**src/rtl/enc_cw_buffer_pkg.sv**
```systemverilog
// Shared sizing, symbol/beat types and bank state encoding for the RS encoder codeword buffer.
package enc_pkg;
    localparam int EGF_DIM       = 8;
    localparam int ENC_SYM       = 4;
    localparam int RSC_MES_LEN   = 16;
    localparam int RSC_PAR_LEN   = 8;
    localparam int RSC_MES_BEATS = RSC_MES_LEN / ENC_SYM;
    localparam int RSC_PAR_BEATS = RSC_PAR_LEN / ENC_SYM;
    localparam int RSC_BW        = $clog2(RSC_MES_BEATS + 1);

    typedef logic [EGF_DIM-1:0] sym_t;
    typedef sym_t [ENC_SYM-1:0] beat_t;

    typedef enum logic [2:0] {FREE, FILL, WAIT_PAR, FULL, DRAIN} bank_state_t;
endpackage

```
**src/rtl/enc_cw_buffer_if.sv**
```systemverilog
// Write (generator + parity), read (valid/ready beat stream) and status signals of the codeword buffer.
interface enc_cw_buffer_if
    import enc_pkg::*;
#(
    parameter int SYM_W   = EGF_DIM,
    parameter int LANES   = ENC_SYM,
    parameter int PAR_LEN = RSC_PAR_LEN,
    parameter int BW      = RSC_BW
);
    logic [BW-1:0]            cfg_mes_beats;
    logic                     gen_valid;
    logic                     gen_ready;
    logic [LANES*SYM_W-1:0]   gen_data;
    logic                     pro_valid;
    logic [PAR_LEN*SYM_W-1:0] pro_data;
    logic                     out_valid;
    logic                     out_ready;
    logic [LANES*SYM_W-1:0]   out_data;
    logic                     out_sop;
    logic                     out_eop;
    logic                     par_err;

    modport slave (
        input  cfg_mes_beats, gen_valid, gen_data, pro_valid, pro_data, out_ready,
        output gen_ready, out_valid, out_data, out_sop, out_eop, par_err
    );

    modport master (
        output cfg_mes_beats, gen_valid, gen_data, pro_valid, pro_data, out_ready,
        input  gen_ready, out_valid, out_data, out_sop, out_eop, par_err
    );
endinterface

```
**src/rtl/enc_cw_buffer_bank.sv**
```systemverilog
// One codeword bank: message beats, parity vector, latched length and FREE..DRAIN state.
// Read mux is combinational on the shared beat index; parity lanes are reordered highest symbol first.
module enc_cw_bank
    import enc_pkg::*;
#(
    parameter int SYM_W     = EGF_DIM,
    parameter int LANES     = ENC_SYM,
    parameter int MES_BEATS = RSC_MES_BEATS,
    parameter int PAR_BEATS = RSC_PAR_BEATS,
    parameter int BW        = $clog2(MES_BEATS + 1),
    parameter int IW        = $clog2(MES_BEATS + PAR_BEATS),
    parameter int AW        = (MES_BEATS > 1) ? $clog2(MES_BEATS) : 1
)(
    input  logic                               clk,
    input  logic                               rst,
    input  logic                               i_wr_en,
    input  logic [BW-1:0]                      i_wr_cnt,
    input  logic [LANES*SYM_W-1:0]             i_wr_dat,
    input  logic                               i_par_en,
    input  logic [PAR_BEATS*LANES*SYM_W-1:0]   i_par_dat,
    input  logic                               i_drain_start,
    input  logic                               i_free,
    input  logic [IW-1:0]                      i_rd_idx,
    output bank_state_t                        o_state,
    output bank_state_t                        o_state_nxt,
    output logic                               o_fill_done,
    output logic [IW-1:0]                      o_last_idx,
    output logic [LANES*SYM_W-1:0]             o_rd_dat
);
    localparam int PAR_LEN = PAR_BEATS * LANES;

    logic [LANES*SYM_W-1:0]   r_mem [MES_BEATS];
    logic [PAR_LEN*SYM_W-1:0] r_par;
    logic [BW-1:0]            r_cnt;
    logic [BW-1:0]            r_widx;
    bank_state_t              r_state;
    bank_state_t              w_nxt;
    logic [BW-1:0]            w_cnt;
    logic                     w_wr;
    logic                     w_last;

    // The beat count is taken live on the first beat and from the latch thereafter.
    assign w_cnt       = (r_state == FREE) ? i_wr_cnt : r_cnt;
    assign w_wr        = i_wr_en && (r_state == FREE || r_state == FILL);
    assign w_last      = (r_widx == w_cnt - BW'(1));
    assign o_fill_done = w_wr && w_last;
    assign o_state     = r_state;
    assign o_state_nxt = w_nxt;
    assign o_last_idx  = IW'(r_cnt) + IW'(PAR_BEATS - 1);

    always_comb begin
        w_nxt = r_state;
        unique case (r_state)
            FREE, FILL: if (i_wr_en) w_nxt = !w_last ? FILL : (i_par_en ? FULL : WAIT_PAR);
            WAIT_PAR:   if (i_par_en) w_nxt = FULL;
            FULL:       if (i_drain_start) w_nxt = DRAIN;
            DRAIN:      if (i_free) w_nxt = FREE;
            default:    w_nxt = FREE;
        endcase
    end

    always_ff @(posedge clk or posedge rst) begin
        if (rst) begin
            r_state <= FREE;
            r_cnt   <= '0;
            r_widx  <= '0;
            r_par   <= '0;
        end else begin
            r_state <= w_nxt;
            if (w_wr) begin
                if (r_state == FREE) r_cnt <= i_wr_cnt;
                r_widx <= w_last ? '0 : r_widx + BW'(1);
            end
            if (i_par_en) r_par <= i_par_dat;
        end
    end

    always_ff @(posedge clk) begin
        if (w_wr) r_mem[r_widx[AW-1:0]] <= i_wr_dat;
    end

    always_comb begin
        o_rd_dat = '0;
        if (i_rd_idx < IW'(r_cnt)) begin
            o_rd_dat = r_mem[i_rd_idx[AW-1:0]];
        end else begin
            for (int k = 0; k < PAR_BEATS; k++) begin
                if (i_rd_idx == IW'(r_cnt) + IW'(k)) begin
                    for (int j = 0; j < LANES; j++) begin
                        o_rd_dat[j*SYM_W +: SYM_W] = r_par[(PAR_LEN-1-(k*LANES+j))*SYM_W +: SYM_W];
                    end
                end
            end
        end
    end
endmodule

```
**src/rtl/enc_cw_buffer.sv**
```systemverilog
// Ping-pong RS codeword assembly: two banks, parity routed to the oldest waiting bank, registered output beat.
// out_sop one cycle after parity capture; output holds under out_ready low, reloads on the accepting edge.
module enc_cw_buffer
    import enc_pkg::*;
#(
    parameter int SYM_W   = EGF_DIM,
    parameter int LANES   = ENC_SYM,
    parameter int MES_LEN = RSC_MES_LEN,
    parameter int PAR_LEN = RSC_PAR_LEN
)(
    input  logic            clk,
    input  logic            rst,
    enc_cw_buffer_if.slave  bus
);
    localparam int MES_BEATS = MES_LEN / LANES;
    localparam int PAR_BEATS = PAR_LEN / LANES;
    localparam int BW        = $clog2(MES_BEATS + 1);
    localparam int IW        = $clog2(MES_BEATS + PAR_BEATS);
    localparam int DW        = LANES * SYM_W;

    bank_state_t   w_state     [2];
    bank_state_t   w_state_nxt [2];
    logic [IW-1:0] w_last_idx  [2];
    logic [DW-1:0] w_rd_dat    [2];
    logic [1:0]    w_wr_en, w_par_en, w_fill_done, w_drain_start, w_free;
    logic [BW-1:0] w_cfg;
    logic          w_accept, w_par_hit, w_can_load, w_load, w_wp_nxt, w_ld_last;

    logic          r_wp, r_pp, r_ld, r_out_bank;
    logic          r_gen_rdy, r_par_err;
    logic          r_out_vld, r_out_sop, r_out_eop;
    logic [DW-1:0] r_out_dat;
    logic [IW-1:0] r_beat;

    assign w_cfg = (bus.cfg_mes_beats == '0 || bus.cfg_mes_beats > BW'(MES_BEATS))
                   ? BW'(MES_BEATS) : bus.cfg_mes_beats;
    assign w_accept = bus.gen_valid && r_gen_rdy;
    // Fills and parity both proceed in bank order, so r_pp always names the oldest bank owed parity,
    // including the filling bank when its last beat and the parity pulse coincide.
    assign w_par_hit  = bus.pro_valid && (w_state[r_pp] == WAIT_PAR || w_fill_done[r_pp]);
    assign w_can_load = (w_state[r_ld] == FULL) || (w_state[r_ld] == DRAIN);
    assign w_load     = w_can_load && (!r_out_vld || bus.out_ready);
    assign w_ld_last  = (r_beat == w_last_idx[r_ld]);
    assign w_wp_nxt   = r_wp ^ w_fill_done[r_wp];

    for (genvar b = 0; b < 2; b++) begin : g_bank
        assign w_wr_en[b]       = w_accept && (r_wp == 1'(b));
        assign w_par_en[b]      = w_par_hit && (r_pp == 1'(b));
        assign w_drain_start[b] = w_load && (r_ld == 1'(b)) && (w_state[b] == FULL);
        assign w_free[b]        = r_out_vld && bus.out_ready && r_out_eop && (r_out_bank == 1'(b));

        enc_cw_bank #(
            .SYM_W(SYM_W), .LANES(LANES), .MES_BEATS(MES_BEATS), .PAR_BEATS(PAR_BEATS),
            .BW(BW), .IW(IW)
        ) u_bank (
            .clk          (clk),
            .rst          (rst),
            .i_wr_en      (w_wr_en[b]),
            .i_wr_cnt     (w_cfg),
            .i_wr_dat     (bus.gen_data),
            .i_par_en     (w_par_en[b]),
            .i_par_dat    (bus.pro_data),
            .i_drain_start(w_drain_start[b]),
            .i_free       (w_free[b]),
            .i_rd_idx     (r_beat),
            .o_state      (w_state[b]),
            .o_state_nxt  (w_state_nxt[b]),
            .o_fill_done  (w_fill_done[b]),
            .o_last_idx   (w_last_idx[b]),
            .o_rd_dat     (w_rd_dat[b])
        );
    end

    always_ff @(posedge clk or posedge rst) begin
        if (rst) begin
            r_wp       <= 1'b0;
            r_pp       <= 1'b0;
            r_ld       <= 1'b0;
            r_out_bank <= 1'b0;
            r_gen_rdy  <= 1'b0;
            r_par_err  <= 1'b0;
            r_out_vld  <= 1'b0;
            r_out_sop  <= 1'b0;
            r_out_eop  <= 1'b0;
            r_out_dat  <= '0;
            r_beat     <= '0;
        end else begin
            r_wp      <= w_wp_nxt;
            r_gen_rdy <= (w_state_nxt[w_wp_nxt] == FREE) || (w_state_nxt[w_wp_nxt] == FILL);
            if (w_par_hit) r_pp <= ~r_pp;
            if (bus.pro_valid && !w_par_hit) r_par_err <= 1'b1;
            if (w_load) begin
                r_out_vld  <= 1'b1;
                r_out_dat  <= w_rd_dat[r_ld];
                r_out_sop  <= (r_beat == '0);
                r_out_eop  <= w_ld_last;
                r_out_bank <= r_ld;
                r_beat     <= w_ld_last ? '0 : r_beat + IW'(1);
                if (w_ld_last) r_ld <= ~r_ld;
            end else if (bus.out_ready) begin
                r_out_vld <= 1'b0;
                r_out_sop <= 1'b0;
                r_out_eop <= 1'b0;
            end
        end
    end

    assign bus.gen_ready = r_gen_rdy;
    assign bus.out_valid = r_out_vld;
    assign bus.out_data  = r_out_dat;
    assign bus.out_sop   = r_out_sop;
    assign bus.out_eop   = r_out_eop;
    assign bus.par_err   = r_par_err;
endmodule

```
**src/flat_wrapper.sv**
```systemverilog
// flat-port wrapper written by rule: the top's interface ports become plain ports
module enc_cw_buffer_flat import enc_pkg::*;
#(
    parameter int SYM_W   = EGF_DIM,
    parameter int LANES   = ENC_SYM,
    parameter int MES_LEN = RSC_MES_LEN,
    parameter int PAR_LEN = RSC_PAR_LEN
)
  (clk, rst, bus_cfg_mes_beats, bus_gen_valid, bus_gen_data, bus_pro_valid, bus_pro_data, bus_out_ready, bus_gen_ready, bus_out_valid, bus_out_data, bus_out_sop, bus_out_eop, bus_par_err);
  enc_cw_buffer_if #(.SYM_W(SYM_W), .LANES(LANES), .PAR_LEN(PAR_LEN), .BW(RSC_BW)) bus_i ();
  input  logic clk;
  input  logic rst;
  input wire logic [$bits(bus_i.cfg_mes_beats)-1:0] bus_cfg_mes_beats;
  input wire logic [$bits(bus_i.gen_valid)-1:0] bus_gen_valid;
  input wire logic [$bits(bus_i.gen_data)-1:0] bus_gen_data;
  input wire logic [$bits(bus_i.pro_valid)-1:0] bus_pro_valid;
  input wire logic [$bits(bus_i.pro_data)-1:0] bus_pro_data;
  input wire logic [$bits(bus_i.out_ready)-1:0] bus_out_ready;
  output wire logic [$bits(bus_i.gen_ready)-1:0] bus_gen_ready;
  output wire logic [$bits(bus_i.out_valid)-1:0] bus_out_valid;
  output wire logic [$bits(bus_i.out_data)-1:0] bus_out_data;
  output wire logic [$bits(bus_i.out_sop)-1:0] bus_out_sop;
  output wire logic [$bits(bus_i.out_eop)-1:0] bus_out_eop;
  output wire logic [$bits(bus_i.par_err)-1:0] bus_par_err;
  assign bus_i.cfg_mes_beats = bus_cfg_mes_beats;
  assign bus_i.gen_valid = bus_gen_valid;
  assign bus_i.gen_data = bus_gen_data;
  assign bus_i.pro_valid = bus_pro_valid;
  assign bus_i.pro_data = bus_pro_data;
  assign bus_i.out_ready = bus_out_ready;
  assign bus_gen_ready = bus_i.gen_ready;
  assign bus_out_valid = bus_i.out_valid;
  assign bus_out_data = bus_i.out_data;
  assign bus_out_sop = bus_i.out_sop;
  assign bus_out_eop = bus_i.out_eop;
  assign bus_par_err = bus_i.par_err;
  enc_cw_buffer #(.SYM_W(SYM_W), .LANES(LANES), .MES_LEN(MES_LEN), .PAR_LEN(PAR_LEN)) u_core (.clk(clk), .rst(rst), .bus(bus_i));
endmodule
```
**config.mk**
```make
export PLATFORM = sky130hd
export DESIGN_NAME = enc_cw_buffer_flat
export DESIGN_NICKNAME = d
export VERILOG_FILES = /design/src/rtl/enc_cw_buffer_pkg.sv /design/src/rtl/enc_cw_buffer_if.sv /design/src/rtl/enc_cw_buffer_bank.sv /design/src/rtl/enc_cw_buffer.sv /design/src/flat_wrapper.sv
export SDC_FILE = /design/constraint.sdc
export NUM_CORES = 1
export LEC_CHECK = 0
export CORE_UTILIZATION = 59
export CTS_BUF_LIST = sky130_fd_sc_hd__clkbuf_8 sky130_fd_sc_hd__clkbuf_16
export CTS_CLUSTER_DIAMETER = 200
export CTS_CLUSTER_SIZE = 24
export DETAILED_ROUTE_END_ITERATION = 10
export HOLD_SLACK_MARGIN = 0.1
export PLACE_DENSITY = 0.8
export SETUP_SLACK_MARGIN = 0.05
export SKIP_LAST_GASP = 1
export SYNTH_ARGS = -nofsm -noshare
export SYNTH_HDL_FRONTEND = slang
export SYNTH_HIERARCHICAL = 1
export SYNTH_SLANG_ARGS = --single-unit
```
**constraint.sdc**
```tcl
create_clock -name clk -period 4 [get_ports clk]
set_input_delay 0.4 -clock clk [delete_from_list [all_inputs] [get_ports clk]]
set_output_delay 0.4 -clock clk [all_outputs]
set_load 0.05 [all_outputs]
```
==> run summary <==
Sequential Power Share - 37.9%
Critical Path Max Stage Delay - 0.52 ns
Leakage - 0.008472 µW
synth unique cells - 56
Crit Path Class - primary input to flip-flop
FF+latch count, synth - 446
met3 WL post-DR - 2805 µm
dpl hpwl - 27790 µm
register area share after synthesis - 64.20%
port bufs - 140
Placed Area - 21440 µm²
Hold Path Class - primary input to asynchronous set/reset pin
remaining global-route overflow - 0
final setup fails - 0
crit path DAT - 4.29 ns
Slew Limit Fails - 0
Final Routed Wirelength - 44110 µm
Layout Cells excl Fill - 1749
met2 WL - 22330 µm
Clock Pin Slew Worst Setup and Hold Paths - 0.10 ns
Clock Latency Late Sink - 0.55 ns
Layout area overhead - 14.31%
Max Freq - 0.2590 GHz
DIE WIDTH - 183.2 µm
post-synth top area cell - edfxtp_1
Clock Power Share - 13.7%
slowest CP cell - or4b_1
DIE AREA - 33580 µm²
Comb pwr share - 48.3%
Placed Cells - 1704
Hold Vio Cnt, Final - 0
CTS tree - yes
nets@finish - 1421
Psw - 6465 µW
simple-gate area share of the yosys netlist - 3.506%
post-layout util - 69.31%
Routed WL per cell - 25.22 µm
io pins - 141
clk_skew - 0.02057 ns
CTS Sinks - 446
Avg Vias per Cell - 6.186
drt pass-1 iters - 5
Worst Path Required - 4.43 ns
mux cell area share after synthesis - 22.07%
top post-synthesis cells by area - edfxtp_1 40%, dfrtp_1 25%, mux2_2 7.7%
Syn Nets - 1271
Period minus WS final - 3.861 ns
Async SR Flop Fraction - 42.60%
period utilization - 96.52%
initial antenna violation count - 2
Initial Util - 60.63%
largest family of logic cells by synthesized area - multiplexers
Design Area, Final - 22150 µm²
IR drop worst, VDD - 0.4887 mV
largest net degree at the start of global routing - 55
post-place setup slack - -0.4255 ns
Setup crit end kind - flip-flop
first-pass GRT wire length - 66830 µm
Worst-Margin Slew - 1.147 ns
GP Congestion - 0.8808
Slew headroom - 23.44%
status - complete, no violations
CP max FO - 23
Synth Instances - 1146
DRC violations left - 0
overall routing resource usage - 26.82%
core area - 31960 µm²
Post-Syn Area per Cell - 16.91 µm²
# rows - 65
Startpoint Class - primary input
vias in the first global route - 11240
clock buffer depth - 3
Die H - 183.2 µm
antenna-violating nets left - 0
clk root buf - clkbuf_16
Num CTS Buffers - 22
pwr dens - 802.8 nW/µm²
ys flop type - edfxtp_1
Post-Syn Area - 19380 µm²
Top Metal Used - met5
H-tree lvl count - 1
M1 WL - 17850 µm
fillcell total - 2096
XOR/XNOR share of the synthesized area - 1.059%
maxcap violations - 0
post-synth top area share - 39.67%
EDFF count, synth - 256
Vias - 10820
internal power - 11320 µW
share of layout cells above drive strength 1 - 28.96%
Synth Warn # - 6
crit-path cells - clkdlybuf4s50_1 -> or2_2 -> ha_1 -> nor2b_2 -> or4b_1 -> and2_4 -> ha_1 -> xnor2_1 -> nor3_2 -> nor3_2 -> and2_1 -> nor2_1 -> nor3_4 -> buf_4 -> buf_8 -> mux2_2
Post-Synth Adder-Cell Area - 1.356%
post-synthesis compound-gate area fraction - 5.468%
setup ws final - 0.1394 ns
drt initial violations - 847
switch share - 36.35%
[cell usage after synthesis, types with 6 or more instances]
cell type / number
edfxtp_1: 256
dfrtp_1: 190
mux2_2: 132
a22o_1: 66
mux4_2: 64
mux2_4: 60
nand2_1: 45
o21ai_0: 39
mux2i_1: 38
clkbuf_1: 36
inv_1: 25
buf_2: 23
ha_1: 21
nor2_1: 14
and2_1: 10
nor3_1: 10
a21oi_1: 9
nand2b_1: 8
xnor2_1: 8
buf_6: 6
mux2_1: 6
nor2b_1: 6
xor2_1: 6
[sequential cells by signal (all words and copies together), names as in the netlist, 3 cells and up]
name	cells
u_core/g_bank.u_bank/r_mem	256
u_core/bus.out_data	32
u_core/g_bank.u_bank/o_state	6
u_core/g_bank.u_bank/r_par	128
u_core/g_bank.u_bank/r_cnt	6
u_core/g_bank.u_bank/r_widx	6
u_core/r_beat	3
[final timing paths]
check                                                         from  depth (start not counted)  slack (ns)                                 to
worst max register to register  u_core/g_bank[0].u_bank/o_state[2]                         12        0.72   u_core/g_bank[0].u_bank/r_par[3]
worst min register to register              u_core/bus.out_data[1]                          2        0.49             u_core/bus.out_data[1]
max in group asynchronous                                      rst                          3        2.58  u_core/g_bank[1].u_bank/r_par[34]
worst min-delay path                                           rst                          2        0.43                 u_core/bus.out_sop
worst max-delay path                          bus_cfg_mes_beats[0]                         16        0.14   u_core/g_bank[0].u_bank/r_par[3]
min in group clk                            u_core/bus.out_data[1]                          2        0.49             u_core/bus.out_data[1]
[what timing repair did]
action	4_1_cts	5_1_grt
endpoints found under the setup margin	0	66
hold buffers	0	0
endpoints found under the hold margin	0	0
resized for setup	0	8
setup buffers	0	2
[power by group through the flow]
stage	combinational (µW)	sequential, µW	clock [µW]
floorplan	5960	7080	0
global placement	8250	6770	0
detailed placement	8480	6830	0
CTS	8530	6740	2490
global route	9080	6870	2640
finish	8590	6750	2440
[area by class of cell]
cell class	instances	area (µm²)	area share [%]
multi-input cells	605	6536	29.51
repair buffers	196	1876	8.467
flip-flops and latches	446	12450	56.19
clock buffers	23	575.6	2.598
inverters	25	96.34	0.4349
well taps	435	544.3	2.457
clock inverters	17	71.32	0.3219
diodes	2	5.005	0.02259
[critical path: cells and delay by family]
family | cells | cell delay [ns]
xor+xnor | 1 | 0.23
fa+ha+maj | 2 | 0.48
buf+inv | 3 | 0.83
mux | 1 | 0.37
simple gates | 9 | 1.99
[cell families after synthesis]
group | count (synthesis)
AOI/OAI and AO/OA | 143
xor gates and xnor gates | 18
adders and majority gates | 21
buffers and inverters | 95
DFF | 446
muxes | 300
and+or+nand+nor | 123
[metal layers]
metal / vias to the layer above / GRT usage [%]
li1: 4685 / -
met1: 5664 / 36.46
met2: 394 / 45.83
met3: 74 / 3.356
met4: 2 / 7.633
met5: - / 0
[cell usage in the layout (no fill, tap or decap), types with 3 or more instances in the layout]
| master | netlist | routed |
|---|---|---|
| clkbuf_16 | 0 | 24 |
| o21ai_0 | 39 | 39 |
| ha_1 | 21 | 21 |
| dfrtp_1 | 190 | 187 |
| nor3_4 | 2 | 3 |
| mux2_4 | 60 | 60 |
| xnor2_1 | 8 | 8 |
| inv_1 | 25 | 38 |
| and2_2 | 0 | 8 |
| o21ai_1 | 3 | 3 |
| buf_4 | 2 | 51 |
| nor3_1 | 10 | 7 |
| nand4_1 | 3 | 3 |
| nor4b_1 | 4 | 4 |
| a31oi_1 | 4 | 3 |
| mux4_2 | 64 | 64 |
| a21oi_1 | 9 | 9 |
| mux2_2 | 132 | 132 |
| clkdlybuf4s50_1 | 0 | 140 |
| nand2_1 | 45 | 45 |
| mux2i_1 | 38 | 38 |
| nor2_1 | 14 | 13 |
| xor2_1 | 6 | 6 |
| a31o_2 | 4 | 4 |
| a22o_1 | 66 | 66 |
| mux2_1 | 6 | 6 |
| and3_1 | 4 | 4 |
| a21o_1 | 3 | 3 |
| nand2b_1 | 8 | 6 |
| nor2b_1 | 6 | 5 |
| edfxtp_1 | 256 | 256 |
[metrics by stage]
stage                     TNS, ns  hold slack (ns)  power, µW
after floorplan            -1.110           0.4811      13040
after global placement     -26.00           0.4621      15020
after detailed placement   -44.18           0.4691      15310
after CTS                       0           0.4598      17760
after global routing       -1.080           0.4807      18590
final                           0           0.4289      17780
(Power assumes the default switching activity.)
